**config.mk**
```make
export PLATFORM = sky130hd
export DESIGN_NAME = skew_meas_ctrl
export DESIGN_NICKNAME = d
export VERILOG_FILES = /design/src/rtl/skew_pkg.sv /design/src/rtl/skew_meas_ctrl.sv
export SDC_FILE = /design/constraint.sdc
export NUM_CORES = 1
export LEC_CHECK = 0
export CORE_MARGIN = 10
export CORE_UTILIZATION = 58
export CTS_CLUSTER_SIZE = 30
export DETAILED_ROUTE_END_ITERATION = 16
export GPL_ROUTABILITY_DRIVEN = 0
export PLACE_DENSITY = 0.78
export SLEW_MARGIN = 10
export SYNTH_ARGS = -nofsm -noshare
export SYNTH_HDL_FRONTEND = slang
export SYNTH_SLANG_ARGS = --single-unit
```
**constraint.sdc**
```tcl
create_clock -name clk -period 4.83 [get_ports clk]
set_clock_uncertainty 0.2 [all_clocks]
set_input_delay 1.2075 -clock clk [delete_from_list [all_inputs] [get_ports clk]]
set_output_delay 1.2075 -clock clk [all_outputs]
set_load 0.1 [all_outputs]
```
**src/rtl/skew_pkg.sv**
```systemverilog
// Shared types and default constants for the skew measurement controller.
// Holds the FSM state type so checkers and the TDC wrapper agree on encoding.
package skew_pkg;

  localparam int SKEW_DEF_STAGES   = 64;
  localparam int SKEW_DEF_MAX_LOG2 = 7;

  typedef enum logic [1:0] {
    S_IDLE   = 2'd0,
    S_SETTLE = 2'd1,
    S_ACCUM  = 2'd2,
    S_DONE   = 2'd3
  } skew_state_t;

endpackage

```
**src/rtl/skew_meas_ctrl.sv**
```systemverilog
// Skew measurement controller: settles the TDC, averages 2^n_eff clamped codes,
// tracks min/max/saturation and holds the result until acknowledged.
//
// Handshake: start is a one-cycle request honoured only in IDLE; result_valid
// stays high in DONE with all result fields stable, and the cycle on which
// result_ack=1 is seen in DONE is the transfer, after which the block is IDLE.
module skew_meas_ctrl
  import skew_pkg::*;
#(
  parameter int  STAGES   = SKEW_DEF_STAGES,
  parameter int  SETTLE   = 4,
  parameter int  MAX_LOG2 = SKEW_DEF_MAX_LOG2,
  localparam int CW       = $clog2(STAGES + 1),
  localparam int AW       = CW + MAX_LOG2
) (
  input  logic              clk,
  input  logic              rst_n,
  input  logic              start,
  input  logic              abort,
  input  logic [2:0]        n_log2,
  input  logic [CW-1:0]     skew_code,
  input  logic              result_ack,
  output logic              tdc_en,
  output logic              busy,
  output logic              result_valid,
  output logic [CW-1:0]     result_avg,
  output logic [CW-1:0]     result_min,
  output logic [CW-1:0]     result_max,
  output logic              result_sat,
  output skew_state_t       dbg_state
);

  localparam int            SW       = (SETTLE > 1) ? $clog2(SETTLE) : 1;
  localparam int            NW       = (MAX_LOG2 > 0) ? MAX_LOG2 : 1;
  localparam logic [2:0]    NMAX     = (MAX_LOG2 > 7) ? 3'd7 : 3'(MAX_LOG2);
  localparam logic [CW-1:0] CODE_MAX = CW'(STAGES);

  skew_state_t r_state, w_state_nxt;

  logic [2:0]    r_n_eff;
  logic [SW-1:0] r_settle_cnt;
  logic [NW-1:0] r_cnt;
  logic [AW-1:0] r_acc;
  logic [CW-1:0] r_min, r_max;
  logic          r_sat;
  logic [CW-1:0] r_res_avg, r_res_min, r_res_max;
  logic          r_res_sat;

  logic [2:0]    w_n_eff;
  logic          w_over;
  logic [CW-1:0] w_sample;
  logic [AW-1:0] w_acc_next;
  logic [CW-1:0] w_min_next, w_max_next, w_avg;
  logic [NW-1:0] w_last_idx;
  logic          w_cnt_last, w_settle_last;

  assign w_n_eff       = (n_log2 > NMAX) ? NMAX : n_log2;
  assign w_over        = (skew_code > CODE_MAX);
  assign w_sample      = w_over ? CODE_MAX : skew_code;
  // AW = CW + MAX_LOG2 bits hold 2^MAX_LOG2 samples of at most STAGES each.
  assign w_acc_next    = r_acc + AW'(w_sample);
  assign w_min_next    = (w_sample < r_min) ? w_sample : r_min;
  assign w_max_next    = (w_sample > r_max) ? w_sample : r_max;
  assign w_avg         = CW'(w_acc_next >> r_n_eff);
  assign w_last_idx    = NW'((32'd1 << r_n_eff) - 32'd1);
  assign w_cnt_last    = (r_cnt == w_last_idx);
  assign w_settle_last = (SETTLE <= 1) || (r_settle_cnt == SW'(SETTLE - 1));

  always_ff @(posedge clk) begin
    if (!rst_n) r_state <= S_IDLE;
    else        r_state <= w_state_nxt;
  end

  always_comb begin
    w_state_nxt = r_state;
    case (r_state)
      S_IDLE:   if (start) w_state_nxt = (SETTLE == 0) ? S_ACCUM : S_SETTLE;
      S_SETTLE: begin
        if (abort)              w_state_nxt = S_IDLE;
        else if (w_settle_last) w_state_nxt = S_ACCUM;
      end
      S_ACCUM: begin
        if (abort)           w_state_nxt = S_IDLE;
        else if (w_cnt_last) w_state_nxt = S_DONE;
      end
      S_DONE:   if (result_ack) w_state_nxt = S_IDLE;
      default:  w_state_nxt = S_IDLE;
    endcase
  end

  always_ff @(posedge clk) begin
    if (!rst_n) begin
      r_n_eff      <= '0;
      r_settle_cnt <= '0;
      r_cnt        <= '0;
      r_acc        <= '0;
      r_min        <= '0;
      r_max        <= '0;
      r_sat        <= 1'b0;
      r_res_avg    <= '0;
      r_res_min    <= '0;
      r_res_max    <= '0;
      r_res_sat    <= 1'b0;
    end else begin
      case (r_state)
        S_IDLE: begin
          if (start) begin
            r_n_eff      <= w_n_eff;
            r_settle_cnt <= '0;
            r_cnt        <= '0;
            r_acc        <= '0;
            r_min        <= '1;
            r_max        <= '0;
            r_sat        <= 1'b0;
          end
        end
        S_SETTLE: r_settle_cnt <= r_settle_cnt + 1'b1;
        S_ACCUM: begin
          // An aborted cycle's sample is dropped; the partial state is cleared on the next start.
          if (!abort) begin
            r_acc <= w_acc_next;
            r_min <= w_min_next;
            r_max <= w_max_next;
            r_sat <= r_sat | w_over;
            r_cnt <= r_cnt + 1'b1;
            if (w_cnt_last) begin
              r_res_avg <= w_avg;
              r_res_min <= w_min_next;
              r_res_max <= w_max_next;
              r_res_sat <= r_sat | w_over;
            end
          end
        end
        default: ;
      endcase
    end
  end

  assign tdc_en       = (r_state == S_SETTLE) || (r_state == S_ACCUM);
  assign busy         = (r_state != S_IDLE);
  assign result_valid = (r_state == S_DONE);
  assign result_avg   = r_res_avg;
  assign result_min   = r_res_min;
  assign result_max   = r_res_max;
  assign result_sat   = r_res_sat;
  assign dbg_state    = r_state;

endmodule

```
==> metrics.md, run 1 <==
| Metric | Value |
|---|---|
| Syn nets | `575` |
| TNS Setup | `0 ps` |
| Vias per cell | `6.342` |
| Post-synth ARST share | `0%` |
| Final setup viols | `0` |
| First-pass GRT wire length | `19.71 mm` |
| DIE WIDTH | `106.2 um` |
| Fmax | `232.9 MHz` |
| Most common cell in the synthesized netlist | `dfxtp_1` |
| Worst-Skew Late Latency | `360 ps` |
| Clock transition at path regs | `80 ps` |
| Start point of the critical path | `skew_code[6]` |
| Vias | `4230` |
| Count of final hold-check violations | `0` |
| Routed WL | `11.83 mm` |
| Wire length on met3 | `809 um` |
| Rows | `31` |
| Met2 WL | `5.423 mm` |
| Clock Tree Buf Depth | `2` |
| M1 wire length | `approximately 5.2 mm` |
| Worst Path Buf+Inv | `2` |
| Kind of critical path | `primary input to flip-flop` |
| Initial Utilization | `59.48%` |
| Clock share of power | `37.8%` |
| Initial antenna violation count | `0` |
| Status | `completed` |
| Worst R2R Start | `r_n_eff[2]` |
| Nets | `606` |
| Core ar. | `7253 um^2` |
| Area growth syn-to-layout | `16.82%` |
| Reg-to-Reg End | `result_avg[3]` |
| Max Cap Viol | `0` |
| Synthesized area | `4314 um^2` |
| Power Dens Cells | `289.6 nW/um^2` |
| Sequential area share after synthesis | `30.16%` |
| CP max stage delay | `500 ps` |
| Share of the synthesized area in the top cell type | `30.16%` |
| Hold WS | `290.1 ps` |
| Min-Delay Path Class | `flip-flop to flip-flop` |
| RSZ-0062 raised after global routing | `no` |
| Largest cells by area after synthesis | `dfxtp_1, ha_1, nor2_1` |
| Switch share | `32.33%` |
| Remaining DRCs | `0` |
| CTS sink cnt | `65` |
| FF-to-FF path depth | `11` |
| Crit start category | `primary input` |
| Post-CTS sizing | `0` |
| Die area | `11290 um^2` |
| Synth warn | `0` |
| Setup crit end | `result_avg[2]` |
| Place WS | `roughly 260 ps` |
| Crit-path max FO | `5` |
| Die Height | `106.2 um` |
| Critical path depth | `12` |
| Final Cycle Share | `between 80% and 90%` |
| Placed Cells incl. Taps | `~650` |
| Post-Layout Cell Count | `about 670` |
| Sequential share of power | `38.9%` |
| Highest Signal Layer | `met4` |
| Pleak | `1.900 nW` |
| Slew @ Worst Pin | `1196 ps` |
| Hold buffers post-CTS | `0` |
| Worst VDD drop | `0.0001818 V` |
| Crit path time final | `4294 ps` |
| Share of cells above drive strength 1 | `8.275%` |
| Psw | `471.9 uW` |
| Synthesis-stage register bit count | `65` |
| GR Util All Layers | `21.08%` |
| Fill count | `595` |
| Dpl hpwl | `8.425 mm` |
| Wire per inst | `17.73 um` |
| Reg2Reg Setup Slack | `1040 ps` |
| Syn Area/Cell | `8.109 um^2` |
| Synth Instances | `532` |
| Setup bufs post-CTS | `0` |
| Port bufs | `41` |
| Ys flop type | `dfxtp_1` |
| Post-route setup slack | `536.2 ps` |
| # IOs | `42` |
| Gate power share | `23.3%` |
| Commonest cells in the netlist | `dfxtp_1, nor2_1, a21oi_1` |
| CTS root buf | `clkbuf_8` |
| CP delay by family, top | `compound AO/OA/AOI/OAI gates` |
| Vias in the first global route | `3972` |
| DR pass1 iterations | `5` |
| Rel. slew slack | `20.21%` |
| DRT iter0 DRCs | `389` |
| CP arrival | `4360 ps` |
| Antenna Nets Post-Route | `0` |
| Worst path slowest cell | `clkdlybuf4s50_1` |
| Post-synth EDFFs | `0` |
| CTS H-tree lvls | `3` |
| Slew Limit Fails | `0` |
| Largest net degree at the start of global routing | `47` |
| Fin util | `between 60% and 70%` |
| TritonCTS clock tree | `done` |
| Clock buffer count from CTS | `9` |
| Distinct cells, synth | `68` |
| Crit path capture type | `flip-flop` |
| CP cell instances | `clkdlybuf4s50_1 -> nand2b_1 -> inv_1 -> ha_1 -> fa_1 -> a211oi_1 -> nor2_1 -> a41oi_1 -> xnor2_1 -> mux2i_1 -> o211a_1 -> o32ai_1` |
| Gr ovfl total | `0` |
| Int Power | `987.5 uW` |
| Critical Path RT | `around 4900 ps` |
| Diodes inserted | `0` |
| Yosys top cell by area | `dfxtp_1` |
per-layer routing:
layer  up-vias  GRT usage (%)
met5         -              0
met4         0          8.994
met3        41          4.167
met2       183          33.26
met1      2001          27.42
li1       2005              -
placed cells by master (no fill, tap or decap), drive strengths merged, types with 5 or more instances in the layout:
cell type / Yosys / final
dfxtp: 65 / 65
nand2: 33 / 33
nor4b: 5 / 5
o211ai: 5 / 5
inv: 23 / 26
a21oi: 41 / 41
o21ai: 32 / 32
a21o: 5 / 5
nor2b: 10 / 10
a22oi: 11 / 11
nor2: 64 / 64
nand4: 8 / 8
mux2i: 18 / 18
o21a: 8 / 8
nand2b: 7 / 7
xnor2: 11 / 11
nand3: 15 / 15
o221a: 8 / 8
buf: 9 / 16
nor3: 9 / 9
a211oi: 16 / 16
ha: 27 / 27
or2: 5 / 5
clkbuf: 28 / 10
clkdlybuf4s50: 0 / 41
o31ai: 5 / 5
a31oi: 5 / 5
xor2: 8 / 8
how the worst min path moves through the flow:
| stage | start | to | slack, ps | cells past startpoint |
|---|---|---|---|---|
| 2_1_floorplan | r_sat | r_sat | 240 | 2 |
| 3_3_place_gp | r_sat | r_sat | 260 | 2 |
| 3_5_place_dp | r_sat | r_sat | 270 | 2 |
| 4_1_cts | r_sat | r_sat | 290 | 2 |
| 5_1_grt | r_sat | r_sat | 320 | 2 |
| 6_report | r_sat | r_sat | 290 | 2 |
flip-flops by register name, indices dropped and copies added (netlist names):
register      count
r_sat             1
r_cnt             7
r_n_eff           3
r_min             7
result_max        7
r_settle_cnt      2
result_min        7
result_sat        1
result_avg        7
r_max             7
dbg_state         2
r_acc            14
stage by stage:
step                      power, mW  area, um^2
after floorplan              0.8228        4314
after global placement       0.9056        4805
after detailed placement     0.9137        4805
after CTS                     1.466        5040
after global routing          1.520        5040
final                         1.459        5040
power groups by stage:
stage	Clock (mW)	Sequential [mW]	Combinational, mW
detailed placement	0	0.580	0.334
CTS	0.562	0.567	0.337
floorplan	0	0.589	0.234
finish	0.552	0.568	0.340
global placement	0	0.579	0.326
global route	0.580	0.570	0.369
worst register-to-register path, stage by stage (launching register included):
cell       delay, ps
dfxtp_1          750
inv_2            230
nand2_1          120
ha_1             270
inv_2             70
or3_1            320
a2111oi_2        350
a311oi_1         140
nor4_4           300
buf_4            430
o221ai_1         260
o221a_1          250
layout make-up:
type	instances	area, um^2	share of cell area (%)
clock buffer	10	137.6	2.731
clock inverter	6	97.59	1.936
inverter	23	86.33	1.713
multi-input combinational	407	2763	54.82
sequential	65	1301	25.82
tap	99	123.9	2.458
timing repair buffer	57	530.5	10.53
cells by family after synthesis:
| family | share of synthesized area (%) |
|---|---|
| fa+ha+maj | 8.295 |
| flops | 30.16 |
| mux | 5.481 |
| buf+inv | 5.800 |
| compound gates | 26.54 |
| xor+xnor | 3.857 |
| simple gates | 19.87 |
(Power assumes the default switching activity.)
==> inputs of run 2 (changes only) <==
- ABC_AREA: not set -> 0
- CAP_MARGIN: not set -> 20
- CORE_ASPECT_RATIO: not set -> 1.1
==> metrics.md, run 2 (synthesized netlist as in run 1, its figures left out) <==
| Metric | Value |
|---|---|
| Critical Path RT | `4900 ps` |
| Clock Tree Buf Depth | `2` |
| Vias per cell | `6.429` |
| Worst R2R Start | `r_n_eff[2]` |
| Remaining DRCs | `0` |
| Post-CTS sizing | `0` |
| Final Cycle Share | `89.57%` |
| Pleak | `~1.9 nW` |
| Min-Delay Path Class | `flip-flop to flip-flop` |
| Number of flip-flops in the largest register | `14` |
| Slew @ Worst Pin | `1105 ps` |
| Worst Path Buf+Inv | `2` |
| Area growth syn-to-layout | `16.07%` |
| Start point of the critical path | `skew_code[6]` |
| Worst VDD drop | `0.0002567 V` |
| # IOs | `42` |
| Nets | `605` |
| TNS Setup | `0 ps` |
| Status | `completed` |
| Worst path slowest cell | `clkdlybuf4s50_1` |
| Dpl hpwl | `between 8 and 9 mm` |
| Slew Limit Fails | `0` |
| Crit start category | `primary input` |
| Fmax | `approximately 230 MHz` |
| Diodes inserted | `0` |
| Initial antenna violation count | `0` |
| Crit path capture type | `flip-flop` |
| Vias | `about 4200` |
| Hold path start | `r_sat` |
| CTS root buf | `clkbuf_8` |
| Antenna Nets Post-Route | `0` |
| Rel. slew slack | `26.22%` |
| Clock buffer count from CTS | `9` |
| CP arrival | `4400 ps` |
| Wire per inst | `roughly 18 um` |
| Hold buffers post-CTS | `0` |
| DRT iter0 DRCs | `461` |
| Crit-path max FO | `5` |
| Total power | `1.445 mW` |
| Gr ovfl total | `0` |
| Die Height | `110.5 um` |
| Rows | `32` |
| Routed WL | `12.01 mm` |
| Final setup viols | `0` |
| Count of final hold-check violations | `0` |
| Vias in the first global route | `a little under 4000` |
| Fill count | `588` |
| Clock transition at path regs | `roughly 80 ps` |
| DR pass1 iterations | `5` |
| Max Cap Viol | `0` |
| Crit path time final | `4326 ps` |
| Kind of critical path | `primary input to flip-flop` |
| Share of cells above drive strength 1 | `8.113%` |
| Commonest non-fill, non-tap cells in the layout | `dfxtp_1, nor2_1, clkdlybuf4s50_1, a21oi_1, nand2_1` |
| CTS sink cnt | `65` |
| CP delay by family, top | `compound AO/OA/AOI/OAI gates` |
| First-pass GRT wire length | `19.55 mm` |
| DIE WIDTH | `102.2 um` |
| CP max stage delay | `between 400 and 500 ps` |
| Largest net degree at the start of global routing | `47` |
| Port bufs | `41` |
| Core ar. | `7127 um^2` |
| Initial Utilization | `60.53%` |
| CP cell instances | `clkdlybuf4s50_1 -> nand2b_1 -> inv_1 -> ha_1 -> fa_1 -> a211oi_1 -> nor2_1 -> a41oi_1 -> xnor2_1 -> mux2i_1 -> o211a_1 -> o32ai_1` |
| RSZ-0062 raised after global routing | `no` |
| Fin util | `around 70%` |
| TritonCTS clock tree | `done` |
| Setup bufs post-CTS | `0` |
| CTS H-tree lvls | `3` |
| Power Dens Cells | `288.7 nW/um^2` |
| Largest reg by FF count | `r_acc` |
| Worst-Skew Late Latency | `between 300 and 400 ps` |
| Die area | `11290 um^2` |
| Most common cell after layout, fill and taps aside | `dfxtp_1` |
| GR Util All Layers | `21.15%` |
run 2: changes by cell type in the layout (fill, tap and decap cells not counted):
cell        delta
clkinv_2       +1
inv_6          -1
buf_4          -1
clkinvlp_4     +1
inv_8          -1
run 2: path summary, 6_finish.rpt:
| check | end | slack (ps) | depth (start not counted) |
|---|---|---|---|
| max | result_avg[2] | 500 | 12 |
| min | r_sat | 270 | 2 |
| max reg2reg | result_avg[3] | 990 | 11 |
| min reg2reg | r_sat | 270 | 2 |
run 2: per-stage QoR:
step	setup slack [ps]	hold WS, ps	area [um^2]	instances
2_1_floorplan	1020	237.4	4314	532
3_3_place_gp	367.9	255.6	4780	636
3_5_place_dp	286.3	258.4	4780	636
4_1_cts	626.0	280.1	5007	652
5_1_grt	320.3	332.4	5007	652
6_report	503.8	274.8	5007	652
run 2: where the power goes:
group	internal (mW)	total [mW]	switching, mW
logic	0.121	0.339	0.217
clock network	0.306	0.540	0.233
registers	0.551	0.567	0.0157
total	0.979	1.45	0.466
run 2: worst register-to-register path, cell delays in order, from the launching register on:
cell and delay (ps):
dfxtp_1 760, inv_2 240, nand2_1 120, ha_1 270, inv_2 80, or3_1 330
a2111oi_2 380, a311oi_1 160, nor4_4 300, buf_4 440, o221ai_1 220, o221a_1 240
run 2: area by class of cell:
type / count / area [um^2] / share of cell area, %
inverters: 23 / 86.33 / 1.724
well taps: 85 / 106.4 / 2.124
clock inverters: 6 / 90.09 / 1.799
clock buffers: 10 / 137.6 / 2.749
repair buffers: 56 / 523.0 / 10.44
flip-flops and latches: 65 / 1301 / 25.99
multi-input cells: 407 / 2763 / 55.17
run 2: layer usage:
metal | share of wire (%) | global-route usage (%)
met2 | 49 | 34.43
met4 | 2.7 | 8.427
met3 | 6.5 | 4.296
met1 | 42 | 26.32
met5 | 0 | 0
